File: config.mk
export PLATFORM = sky130hd
export DESIGN_NAME = matrix_keypad_scanner
export DESIGN_NICKNAME = d
export VERILOG_FILES = /design/src/rtl/matrix_keypad_scanner.sv
export SDC_FILE = /design/constraint.sdc
export NUM_CORES = 1
export LEC_CHECK = 0
export CORE_ASPECT_RATIO = 1.5
export CORE_MARGIN = 3
export CORE_UTILIZATION = 34
export DETAILED_ROUTE_END_ITERATION = 6
export PLACE_DENSITY_LB_ADDON = 0.1
export RECOVER_POWER = 25
export SLEW_MARGIN = 40
export SYNTH_ARGS = -nofsm -noshare
export SYNTH_HDL_FRONTEND = slang
export SYNTH_SLANG_ARGS = --single-unit
File: constraint.sdc
create_clock -name clk -period 4.88 [get_ports clk]
set_input_delay 1.464 -clock clk [delete_from_list [all_inputs] [get_ports clk]]
set_output_delay 1.464 -clock clk [all_outputs]
set_load 0.01 [all_outputs]
File: src/rtl/matrix_keypad_scanner.sv
// matrix_keypad_scanner: debounced ROWS x COLS keypad scan with press/release/repeat events in a FWFT FIFO
`timescale 1ns/1ps
module matrix_keypad_scanner #(
  parameter int ROWS = 4,
  parameter int COLS = 4,
  parameter int SCAN_DIV = 1000000,
  parameter int DEBOUNCE_FRAMES = 2,
  parameter int REPEAT_DELAY = 30,
  parameter int REPEAT_RATE = 8,
  parameter int FIFO_DEPTH = 4,
  parameter int CODE_W = $clog2(ROWS*COLS)
) (
  input  logic                   clk,
  input  logic                   rst,
  input  logic [ROWS-1:0]        row_n,
  output logic [COLS-1:0]        col_n,
  output logic                   ev_valid,
  input  logic                   ev_ready,
  output logic [CODE_W-1:0]      ev_code,
  output logic                   ev_release,
  output logic                   ev_repeat,
  output logic [ROWS*COLS-1:0]   key_state,
  output logic                   overflow,
  input  logic                   clr_ovf
);
  localparam int N = ROWS*COLS;
  localparam int PW = $clog2(SCAN_DIV);
  localparam int CIW = COLS > 1 ? $clog2(COLS) : 1;
  localparam int SW = $clog2(DEBOUNCE_FRAMES+1);
  localparam int RMAX = REPEAT_DELAY > REPEAT_RATE ? REPEAT_DELAY : REPEAT_RATE;
  localparam int RW = $clog2(RMAX+1);
  localparam int AW = $clog2(FIFO_DEPTH);
  localparam int EW = CODE_W + 2;
  localparam logic [PW-1:0] P_LAST = PW'(SCAN_DIV-1);
  localparam logic [CIW-1:0] C_LAST = CIW'(COLS-1);
  localparam logic [SW-1:0] S_MAX = SW'(DEBOUNCE_FRAMES);
  localparam logic [RW-1:0] R_DLY = RW'(REPEAT_DELAY);
  localparam logic [RW-1:0] R_RATE = RW'(REPEAT_RATE);

  logic run, tick, frame_stb, upd, one_hot, rep_phase, rep_fire, push;
  logic [ROWS-1:0] row_m, row_s;
  logic [PW-1:0] pcnt;
  logic [CIW-1:0] col_idx;
  logic [N-1:0] raw, prev, pending;
  logic [SW-1:0] stable_cnt, stable_nxt;
  logic [RW-1:0] rep_cnt, rep_nxt;
  logic [EW-1:0] push_ev;
  logic [EW-1:0] mem [FIFO_DEPTH];
  logic [AW:0] wr_ptr, rd_ptr;
  logic full, pop, wr_en, ovf_set;

  function automatic logic [CODE_W-1:0] low_idx(input logic [N-1:0] v);
    low_idx = '0;
    for (int i = N-1; i >= 0; i--)
      if (v[i]) low_idx = CODE_W'(i);
  endfunction

  assign col_n = run ? ~(COLS'(1) << col_idx) : '1;

  always_comb begin
    tick = pcnt == P_LAST;
    stable_nxt = raw != prev ? SW'(1) : stable_cnt == S_MAX ? S_MAX : stable_cnt + 1'b1;
    upd = frame_stb && stable_nxt == S_MAX && raw != key_state;
    one_hot = |key_state && ~|(key_state & (key_state - 1'b1));
    rep_nxt = rep_cnt + 1'b1;
    rep_fire = REPEAT_DELAY > 0 && frame_stb && !upd && one_hot && rep_nxt == (rep_phase ? R_RATE : R_DLY);
    push = |pending || rep_fire;
    // pending never overlaps a repeat: it is empty on every frame strobe
    push_ev = |pending ? {1'b0, ~key_state[low_idx(pending)], low_idx(pending)}
                       : {1'b1, 1'b0, low_idx(key_state)};
    ev_valid = wr_ptr != rd_ptr;
    full = wr_ptr == {~rd_ptr[AW], rd_ptr[AW-1:0]};
    pop = ev_valid && ev_ready;
    wr_en = push && (!full || pop);
    ovf_set = push && full && !pop;
    {ev_repeat, ev_release, ev_code} = ev_valid ? mem[rd_ptr[AW-1:0]] : '0;
  end

  always_ff @(posedge clk or posedge rst)
    if (rst) begin
      run <= 1'b0;
      row_m <= '1;
      row_s <= '1;
      pcnt <= '0;
      col_idx <= '0;
      frame_stb <= 1'b0;
      raw <= '0;
      prev <= '0;
      stable_cnt <= '0;
      key_state <= '0;
      pending <= '0;
      rep_cnt <= '0;
      rep_phase <= 1'b0;
      wr_ptr <= '0;
      rd_ptr <= '0;
      overflow <= 1'b0;
    end else begin
      run <= 1'b1;
      row_m <= row_n;
      row_s <= row_m;
      frame_stb <= 1'b0;
      if (run) pcnt <= tick ? '0 : pcnt + 1'b1;
      if (tick) begin
        raw[int'(col_idx)*ROWS +: ROWS] <= ~row_s;
        col_idx <= col_idx == C_LAST ? '0 : col_idx + 1'b1;
        frame_stb <= col_idx == C_LAST;
      end
      if (frame_stb) begin
        prev <= raw;
        stable_cnt <= stable_nxt;
      end
      if (upd) begin
        key_state <= raw;
        pending <= raw ^ key_state;
      end else pending <= pending & (pending - 1'b1);
      if (frame_stb && (upd || !one_hot)) begin
        rep_cnt <= '0;
        rep_phase <= 1'b0;
      end else if (rep_fire) begin
        rep_cnt <= '0;
        rep_phase <= 1'b1;
      end else if (frame_stb) rep_cnt <= rep_nxt;
      if (wr_en) wr_ptr <= wr_ptr + 1'b1;
      if (pop) rd_ptr <= rd_ptr + 1'b1;
      overflow <= ovf_set || (overflow && !clr_ovf);
    end

  always_ff @(posedge clk)
    if (wr_en) mem[wr_ptr[AW-1:0]] <= push_ev;
endmodule

==> results of run 1 <==
==> worst paths after layout <==
check | startpoint | end | slack (ns) | depth (start not counted)
worst min register to register | row_m[3] | row_s[3] | 0.35 | 0
worst max register to register | key_state[0] | mem[1][0] | 1.10 | 7
max in group asynchronous | rst | pcnt[7] | 2.46 | 3
worst max-delay path | key_state[0] | mem[1][0] | 1.10 | 7
min in group asynchronous | rst | raw[6] | 1.64 | 2
worst min-delay path | row_m[3] | row_s[3] | 0.35 | 0
==> worst max-delay path: cells and delay by family, from the launching register on <==
family	cells	cell delay [ns]
flops	1	0.52
compound gates	3	0.98
simple gates	4	1.89
==> layer usage <==
| metal | GRT usage | vias to the layer above | share of wire |
|---|---|---|---|
| met5 | 0 | - | 0 |
| met1 | 0.169 | 2307 | 0.39 |
| met4 | 0.0771 | 0 | 0.041 |
| li1 | - | 2276 | - |
| met3 | 0.0309 | 37 | 0.026 |
| met2 | 0.291 | 90 | 0.54 |
==> cells in the mapped netlist, types with 3 or more instances <==
cell type | number | area, µm²
buf_2 | 6 | 30.0
o41ai_1 | 5 | 43.8
dfrtp_1 | 103 | 2580
nand4_1 | 11 | 68.8
nor3_1 | 12 | 60.1
a2111oi_0 | 5 | 43.8
ha_1 | 14 | 175
xnor2_1 | 34 | 298
or4_1 | 6 | 45.0
nor2_1 | 38 | 143
nor4_1 | 13 | 81.3
mux4_2 | 6 | 135
o31ai_1 | 23 | 173
mux2i_1 | 22 | 220
xor2_1 | 23 | 201
o21ai_0 | 17 | 85.1
a21oi_1 | 13 | 65.1
or3_1 | 9 | 56.3
nand3_1 | 12 | 60.1
clkbuf_1 | 21 | 78.8
o2111ai_1 | 3 | 26.3
nand2_1 | 63 | 236
mux2_2 | 32 | 360
edfxtp_1 | 24 | 721
inv_1 | 28 | 105
o22ai_1 | 4 | 25.0
nor2b_1 | 10 | 62.6
and3_1 | 4 | 25.0
o21bai_1 | 3 | 22.5
dfstp_2 | 8 | 210
==> power by group through the flow <==
stage / clock (µW) / sequential, µW / combinational, µW
finish: 1360 / 1200 / 61.9
detailed placement: 0 / 1220 / 66.0
global placement: 0 / 1220 / 63.7
floorplan: 0 / 1210 / 46.7
global route: 1450 / 1200 / 74.2
CTS: 1400 / 1200 / 66.0
==> stage by stage <==
step	utilization	total power [µW]
detailed placement	0.381	1280
global placement	0.380	1280
global route	0.413	2720
finish	0.413	2620
CTS	0.414	2660
floorplan	-	1260
==> flip-flops by register name, indices dropped and copies added, names as in the netlist <==
signal      cells
col_idx         2
prev           16
overflow        1
frame_stb       1
mem            24
pending        16
key_state      16
pcnt           20
wr_ptr          3
rep_cnt         5
stable_cnt      2
rd_ptr          3
run             1
raw            16
row_m           4
rep_phase       1
row_s           4
==> cells by family after synthesis <==
kind of cell	synth area share
AO/OA/AOI/OAI	0.0961
XOR/XNOR	0.0735
adder cells (fa/ha/maj)	0.0287
buffers and inverters	0.0343
flip-flops	0.516
multiplexers	0.108
other	0.000552
AND/OR/NAND/NOR	0.143
==> area by class of cell <==
| type | count | area, µm² |
|---|---|---|
| timing repair buffer | 39 | 377 |
| fill | 1901 | 11400 |
| sequential | 135 | 3510 |
| clock inverter | 12 | 176 |
| tap | 256 | 320 |
| multi-input combinational | 422 | 3070 |
| inverter | 28 | 110 |
| clock buffer | 20 | 447 |
==> out/metrics.yaml, run 1 <==
cells_and_area:
  areaGrowthSynthToFinish_pct: 17.9
  finalNonFillerCells: 912
  drive_gt1_frac: 0.142
  antennaDiodeCount: 0
  final_cell_mix: "103 x dfrtp_1, 63 x nand2_1, 38 x nor2_1"
  num-nets-final: 665
  layout_commonest_cell: "dfrtp_1"
  final_area_um2: 8010
power:
  p_clk_frac: 0.519
  netSwitchingFraction: 0.211
  comb_power_share: 0.024
  pwr-share-seq: 0.457
  p_int_uw: 2070
  p_leak_uw: 0.00348
  ir_drop_uv: 207
  power_switching_uw: 554
  power.density_nw_per_um2: 327
placement:
  place_congestion: 0.881
  place_inst: 880
  portBuffers: 35
  placed_area_um2: 7400
  dp_hpwl_mm: 12.3
  place_ws_ns: 1.12
job:
  maxCapViolations: 0
worst_setup_path:
  worstPathMaxFanout: 10
  slowest_stage: "or4_1"
  slowest_delay_ns: 0.74
  end_kind: "flip-flop"
  crit_path_start_kind: "flip-flop"
  path_class: "flip-flop to flip-flop"
  crit_chain: "or4_1 -> o41ai_2 -> o2111ai_1 -> or3_4 -> nor3_4 -> o21ai_2 -> nor2_1"
  arrival_ns: 3.83
  required_ns: 4.93
global_routing:
  grt_pass1_vias: 4850
  track_usage: 0.157
  grt_antenna_before_repair: 0
  gr-total-overflow: 0
  grt_pass1_wl_mm: 26.2
  grt_max_degree: 72
floorplanning:
  core_area_um2: 19400
  die_area_um2: 21700
  die_h_um: 179
  start_util: 0.350
  core.rowCount: 62
  die_x_um: 121
  ioPinCount: 36
drt:
  firstDrtPassIters: 7
  drcViolationCount: 0
  post_drt_via_cell_ratio: 5.16
  dr_total_vias: 4710
  drtIter0Drc: 243
  drtAntennaViolNets: 0
  wl_per_cell_um: 17.9
  drt-total-wl_mm: 16.3
timing:
  setup-violations-final: 0
  max_freq_ghz: 0.265
  worst_pin_slew_ns: 1.09
  rsz0062_at_grt: "no"
  slew_headroom: 0.270
  min_period_ns: 3.78
  worst_slack_ns: 1.10
  maxSlewViolCount: 0
  clock_skew_ns: 0.00671
  hold_viol: 0
  holdWs_ns: 0.355
  fin_crit_sh: 0.774
  tns_ns: 0
logic_synthesis:
  synth_area_um2: 6790
  async_flop_share: 0.822
  yosys.cell_types.count: 61
  ys_ff_latch: 135
  syn_avg_cell_area_um2: 11.0
  synth_edf_count: 24
  ys_seq_area_frac: 0.516
  synth_fp_nets: 637
  ys_warn_count: 0
  syn_inst: 615
  synth_ff_type: "dfrtp_1"
run_status:
  outcome: "completed"
cts:
  insertion_delay_ns: 0.42
  cts_buffers: 17
  clkTransAtPathRegs_ns: 0.06
  clk_path_buf_depth: 2
  cts_sinks: 135
  cts_tree: "yes"
  hold_buffers: 0
  post_cts_resized: 0
  cts_setup_buffers: 0
  htree_levels: 4
  cts_root_buf: "clkbuf_16"
min_path:
  min_path_type: "flip-flop to flip-flop"
(Power assumes the default switching activity.)
==> inputs of run 2 (changes only) <==
==> constraint.sdc (replaced) <==
create_clock -name clk -period 3.1 [get_ports clk]
set_input_delay 0.93 -clock clk [delete_from_list [all_inputs] [get_ports clk]]
set_output_delay 0.93 -clock clk [all_outputs]
set_load 0.01 [all_outputs]
==> run 2 against run 1 <==
Critical path depth decreased by 4. Via count increased by 2.8%. First-iteration DRC count increased by 1.6%. Hold slack improved by 0.00070 ns. Sequential power increased by 57%. Combinational power increased by 60%. Largest cell class unchanged. Final area increased by 3.6%. Die area unchanged. Critical path type is now flip-flop to primary output. Non-clock buffer count increased by 41.
==> out/metrics.yaml, run 2 (synthesis results as in run 1) <==
cts:
  clk_path_buf_depth: 2
  cts_root_buf: "clkbuf_16"
  clkTransAtPathRegs_ns: 0.06
  insertion_delay_ns: 0.42
  cts_tree: "yes"
  cts_buffers: 17
  cts_sinks: 135
  htree_levels: 4
global_routing:
  grt_pass1_vias: 5045
  grt_antenna_before_repair: 0
  track_usage: 0.166
  grt_max_degree: 44
  grt_pass1_wl_mm: 27.6
  gr-total-overflow: 0
placement:
  place_congestion: 0.901
  portBuffers: 35
  dp_hpwl_mm: 12.8
  place_inst: 919
power:
  ir_drop_uv: 328
  power.density_nw_per_um2: 472
  p_leak_uw: 0.00369
cells_and_area:
  num-nets-final: 706
  final_util: 0.428
  final_cell_mix: "100 x dfrtp_1, 63 x nand2_1, 41 x buf_4"
  layout_commonest_cell: "dfrtp_1"
  largest_reg_flops: 24
  finalNonFillerCells: 953
  nFillCells: 1867
  drive_gt1_frac: 0.201
  areaGrowthSynthToFinish_pct: 22.2
  antennaDiodeCount: 0
worst_setup_path:
  r2r_cells: 8
  end_kind: "primary output"
  arrival_ns: 2.07
  r2r_end: "mem[2][4]"
  worstPathMaxFanout: 8
  crit_path_start_kind: "flip-flop"
  path_class: "flip-flop to primary output"
  regToRegSetupSlack_ns: 0.18
  rr_startpoint: "key_state[4]"
  required_ns: 2.17
drt:
  firstDrtPassIters: 4
  drtIter0Drc: 247
  dr_total_vias: 4840
  post_drt_via_cell_ratio: 5.08
  drt-total-wl_mm: 16.7
  wl_per_cell_um: 17.5
  drtAntennaViolNets: 0
  drcViolationCount: 0
timing:
  hold_viol: 0
  fin_crit_sh: 0.967
  setup-violations-final: 0
  max_freq_ghz: 0.333
  min_period_ns: 3.00
  worst_pin_slew_ns: 1.04
  slew_headroom: 0.302
  maxSlewViolCount: 0
  clock_skew_ns: 0.00796
  rsz0062_at_grt: "no"
min_path:
  hold_depth: 0
  min_from: "row_m[0]"
  min_path_type: "flip-flop to flip-flop"
  hold_end: "row_s[0]"
floorplanning:
  start_util: 0.350
  core_area_um2: 19400
  core.rowCount: 62
  die_h_um: 179
  ioPinCount: 36
  die_area_um2: 21700
  die_x_um: 121
run_status:
  outcome: "completed"
job:
  maxCapViolations: 0
[run 2: layer usage]
| metal | up-vias | wire length, µm | global-route usage |
|---|---|---|---|
| met2 | 77 | 9370 | 0.313 |
| met3 | 27 | 457 | 0.0335 |
| met5 | - | 0 | 0 |
| li1 | 2340 | - | - |
| met4 | 0 | 367 | 0.0621 |
| met1 | 2396 | 6530 | 0.181 |
[run 2: per-stage QoR]
stage / TNS [ns] / cell area [µm²] / hold slack, ns / worst slack [ns] / power [µW]
5_1_grt: 0 / 8300 / 0.357 / 0.00219 / 4070
4_1_cts: 0 / 8290 / 0.357 / 0.0200 / 3980
3_5_place_dp: -0.136 / 7690 / 0.348 / -0.0227 / 2020
3_3_place_gp: 0 / 7690 / 0.345 / 0.107 / 2020
2_1_floorplan: 0 / 6800 / 0.345 / 0.0503 / 1980
6_report: 0 / 8300 / 0.355 / 0.101 / 3910
[run 2: how the worst max path moves through the flow]
stage	startpoint	endpoint	slack [ns]
2_1_floorplan	key_state[1]	mem[0][0]	0.05
3_3_place_gp	rep_cnt[0]	mem[0][1]	0.11
3_5_place_dp	rep_cnt[0]	mem[0][1]	-0.02
4_1_cts	rd_ptr[1]	ev_code[3]	0.02
5_1_grt	rep_cnt[1]	mem[2][4]	0.002
6_report	rd_ptr[0]	ev_repeat	0.10
[run 2: where the power goes]
| group | leakage (µW) | internal (µW) | total (µW) | switching (µW) |
|---|---|---|---|---|
| clock network | 0.000280 | 1170 | 1930 | 756 |
| registers | 0.00176 | 1840 | 1880 | 40.3 |
| logic | 0.00165 | 43.1 | 99.2 | 56.2 |
| total | 0.00369 | 3060 | 3910 | 852 |
[run 2: worst max-delay path, cell delays in order (launching register included)]
cell             delay, ns
dfrtp_2               0.51
mux4_2                0.52
nor2b_1               0.14
clkdlybuf4s50_1       0.48
[run 2: area by class of cell]
| cell class | instances | area (µm²) | share of cell area |
|---|---|---|---|
| Clock inverter | 10 | 93.8 | 0.0113 |
| Timing Repair Buffer | 80 | 696 | 0.0838 |
| Multi-Input combinational cell | 422 | 3090 | 0.373 |
| Tap cell | 256 | 320 | 0.0386 |
| Inverter | 28 | 106 | 0.0128 |
| Clock buffer | 22 | 475 | 0.0573 |
| Sequential cell | 135 | 3510 | 0.423 |
[run 2: timing repair]
item	in CTS	in global routing
hold buffers	0	0
gates resized for setup	4	9
setup endpoints to repair	13	26
hold endpoints to repair	0	0
buffers inserted	1	1
pin swaps	1	2
==> inputs of run 3 (changes only) <==
--- a/config.mk
+++ b/config.mk
@@ -5,7 +5,6 @@
 export SDC_FILE = /design/constraint.sdc
 export NUM_CORES = 1
 export LEC_CHECK = 0
-export CORE_ASPECT_RATIO = 1.5
 export CORE_MARGIN = 3
 export CORE_UTILIZATION = 34
 export DETAILED_ROUTE_END_ITERATION = 6
==> run 3 against run 2 <==
Flip-flop and latch count unchanged. Clock skew up 0.00077 ns. Critical path depth unchanged.
==> out/metrics.yaml, run 3 (synthesis results as in run 1) <==
floorplanning:
  die_area_um2: 21700
  die_h_um: 147
  core_area_um2: 19500
  start_util: 0.348
  core.rowCount: 51
  die_x_um: 147
  ioPinCount: 36
cells_and_area:
  multi_input_area_um2: 3080
  final_area_um2: 8380
  final_cell_mix: "100 x dfrtp_1, 63 x nand2_1, 46 x buf_4"
  areaGrowthSynthToFinish_pct: 23.4
  finalNonFillerCells: 968
  drive_gt1_frac: 0.203
  num-nets-final: 712
  antennaDiodeCount: 0
  largest_reg_flops: 24
  ff_latch_area_um2: 3510
  layout_commonest_cell: "dfrtp_1"
  nFillCells: 1903
cts:
  htree_levels: 4
  insertion_delay_ns: 0.42
  cts_tree: "yes"
  clk_path_buf_depth: 2
  cts_buffers: 17
  cts_sinks: 135
  hold_buffers: 0
  cts_root_buf: "clkbuf_16"
  clkTransAtPathRegs_ns: 0.06
placement:
  place_congestion: 0.868
  place_inst: 934
  portBuffers: 35
  placed_area_um2: 7750
  dp_hpwl_mm: 12.2
timing:
  maxSlewViolCount: 0
  tns_ns: 0
  slew_headroom: 0.148
  clock_skew_ns: 0.00873
  fin_crit_sh: 0.964
  holdWs_ns: 0.352
  setup-violations-final: 0
  worst_pin_slew_ns: 1.28
  min_period_ns: 2.99
  hold_viol: 0
  max_freq_ghz: 0.335
power:
  p_leak_uw: 0.00374
  ir_drop_uv: 367
  power.density_nw_per_um2: 484
job:
  maxCapViolations: 0
global_routing:
  grt_pass1_vias: 4907
  grt_pass1_wl_mm: 26.8
  grt_max_degree: 48
  grt_antenna_before_repair: 0
  gr-total-overflow: 0
  track_usage: 0.158
worst_setup_path:
  slowest_stage: "mux4_2"
  worstPathMaxFanout: 8
  end_kind: "primary output"
  crit_chain: "mux4_2 -> nor2b_1 -> clkdlybuf4s50_1"
  arrival_ns: 2.06
  required_ns: 2.17
  path_class: "flip-flop to primary output"
  crit_path_start_kind: "flip-flop"
  slowest_delay_ns: 0.52
drt:
  post_drt_via_cell_ratio: 4.99
  drcViolationCount: 0
  met3_length_um: 492
  highest_layer: "met4"
  dr_total_vias: 4832
  m1WireLength_mm: 7.45
  firstDrtPassIters: 4
  wl_per_cell_um: 16.9
  wl_met2_mm: 8.10
  drt-total-wl_mm: 16.3
  drtAntennaViolNets: 0
  drtIter0Drc: 234
run_status:
  outcome: "completed"
min_path:
  min_path_type: "flip-flop to flip-flop"
==> run 3: worst paths after layout <==
kind	start	end	slack, ns	depth (start not counted)
worst min-delay path	row_m[2]	row_s[2]	0.35	0
worst max-delay path	rd_ptr[0]	ev_release	0.11	3
min in group asynchronous	rst	raw[4]	1.09	2
worst min register to register	row_m[2]	row_s[2]	0.35	0
max in group asynchronous	rst	pcnt[1]	0.41	3
worst max register to register	rep_cnt[0]	mem[3][4]	0.15	8
==> run 3: what timing repair did <==
item | in CTS | in global routing
resized for setup | 1 | 8
pin swaps | 0 | 2
setup endpoints to repair | 7 | 31
buffers inserted | 0 | 2
==> run 3: report_power, final <==
group	total, µW	internal [µW]	switching (µW)
clock	2070	1250	818
combinational	102	42.9	58.6
sequential	1880	1840	40.8
==> run 3: per-layer routing <==
layer | up-vias | GRT usage
met5 | - | 0
met4 | 0 | 0.0573
met3 | 24 | 0.0330
met2 | 80 | 0.267
met1 | 2367 | 0.202
li1 | 2361 | -
==> run 3: per-stage QoR <==
step / utilization / worst slack, ns / power (µW)
after floorplan: - / 0.0503 / 1980
after global placement: 0.397 / 0.121 / 2020
after detailed placement: 0.397 / 0.0742 / 2030
after CTS: 0.428 / 0.0156 / 4120
after global routing: 0.429 / -0.0188 / 4230
final: 0.429 / 0.112 / 4050
==> run 3: area by class of cell <==
cell class	instances	area share
clock inverter	14	0.0190
clock buffer	18	0.0538
timing repair buffer	86	0.0878
inverter	28	0.0127
multi-input combinational	422	0.368
tap	265	0.0396
sequential	135	0.419
==> run 3: worst max-delay path, delay by kind of cell (launching register included) <==
kind	cells	cell delay [ns]
multiplexers	1	0.52
flip-flops	1	0.50
buffers and inverters	1	0.48
AND/OR/NAND/NOR	1	0.14
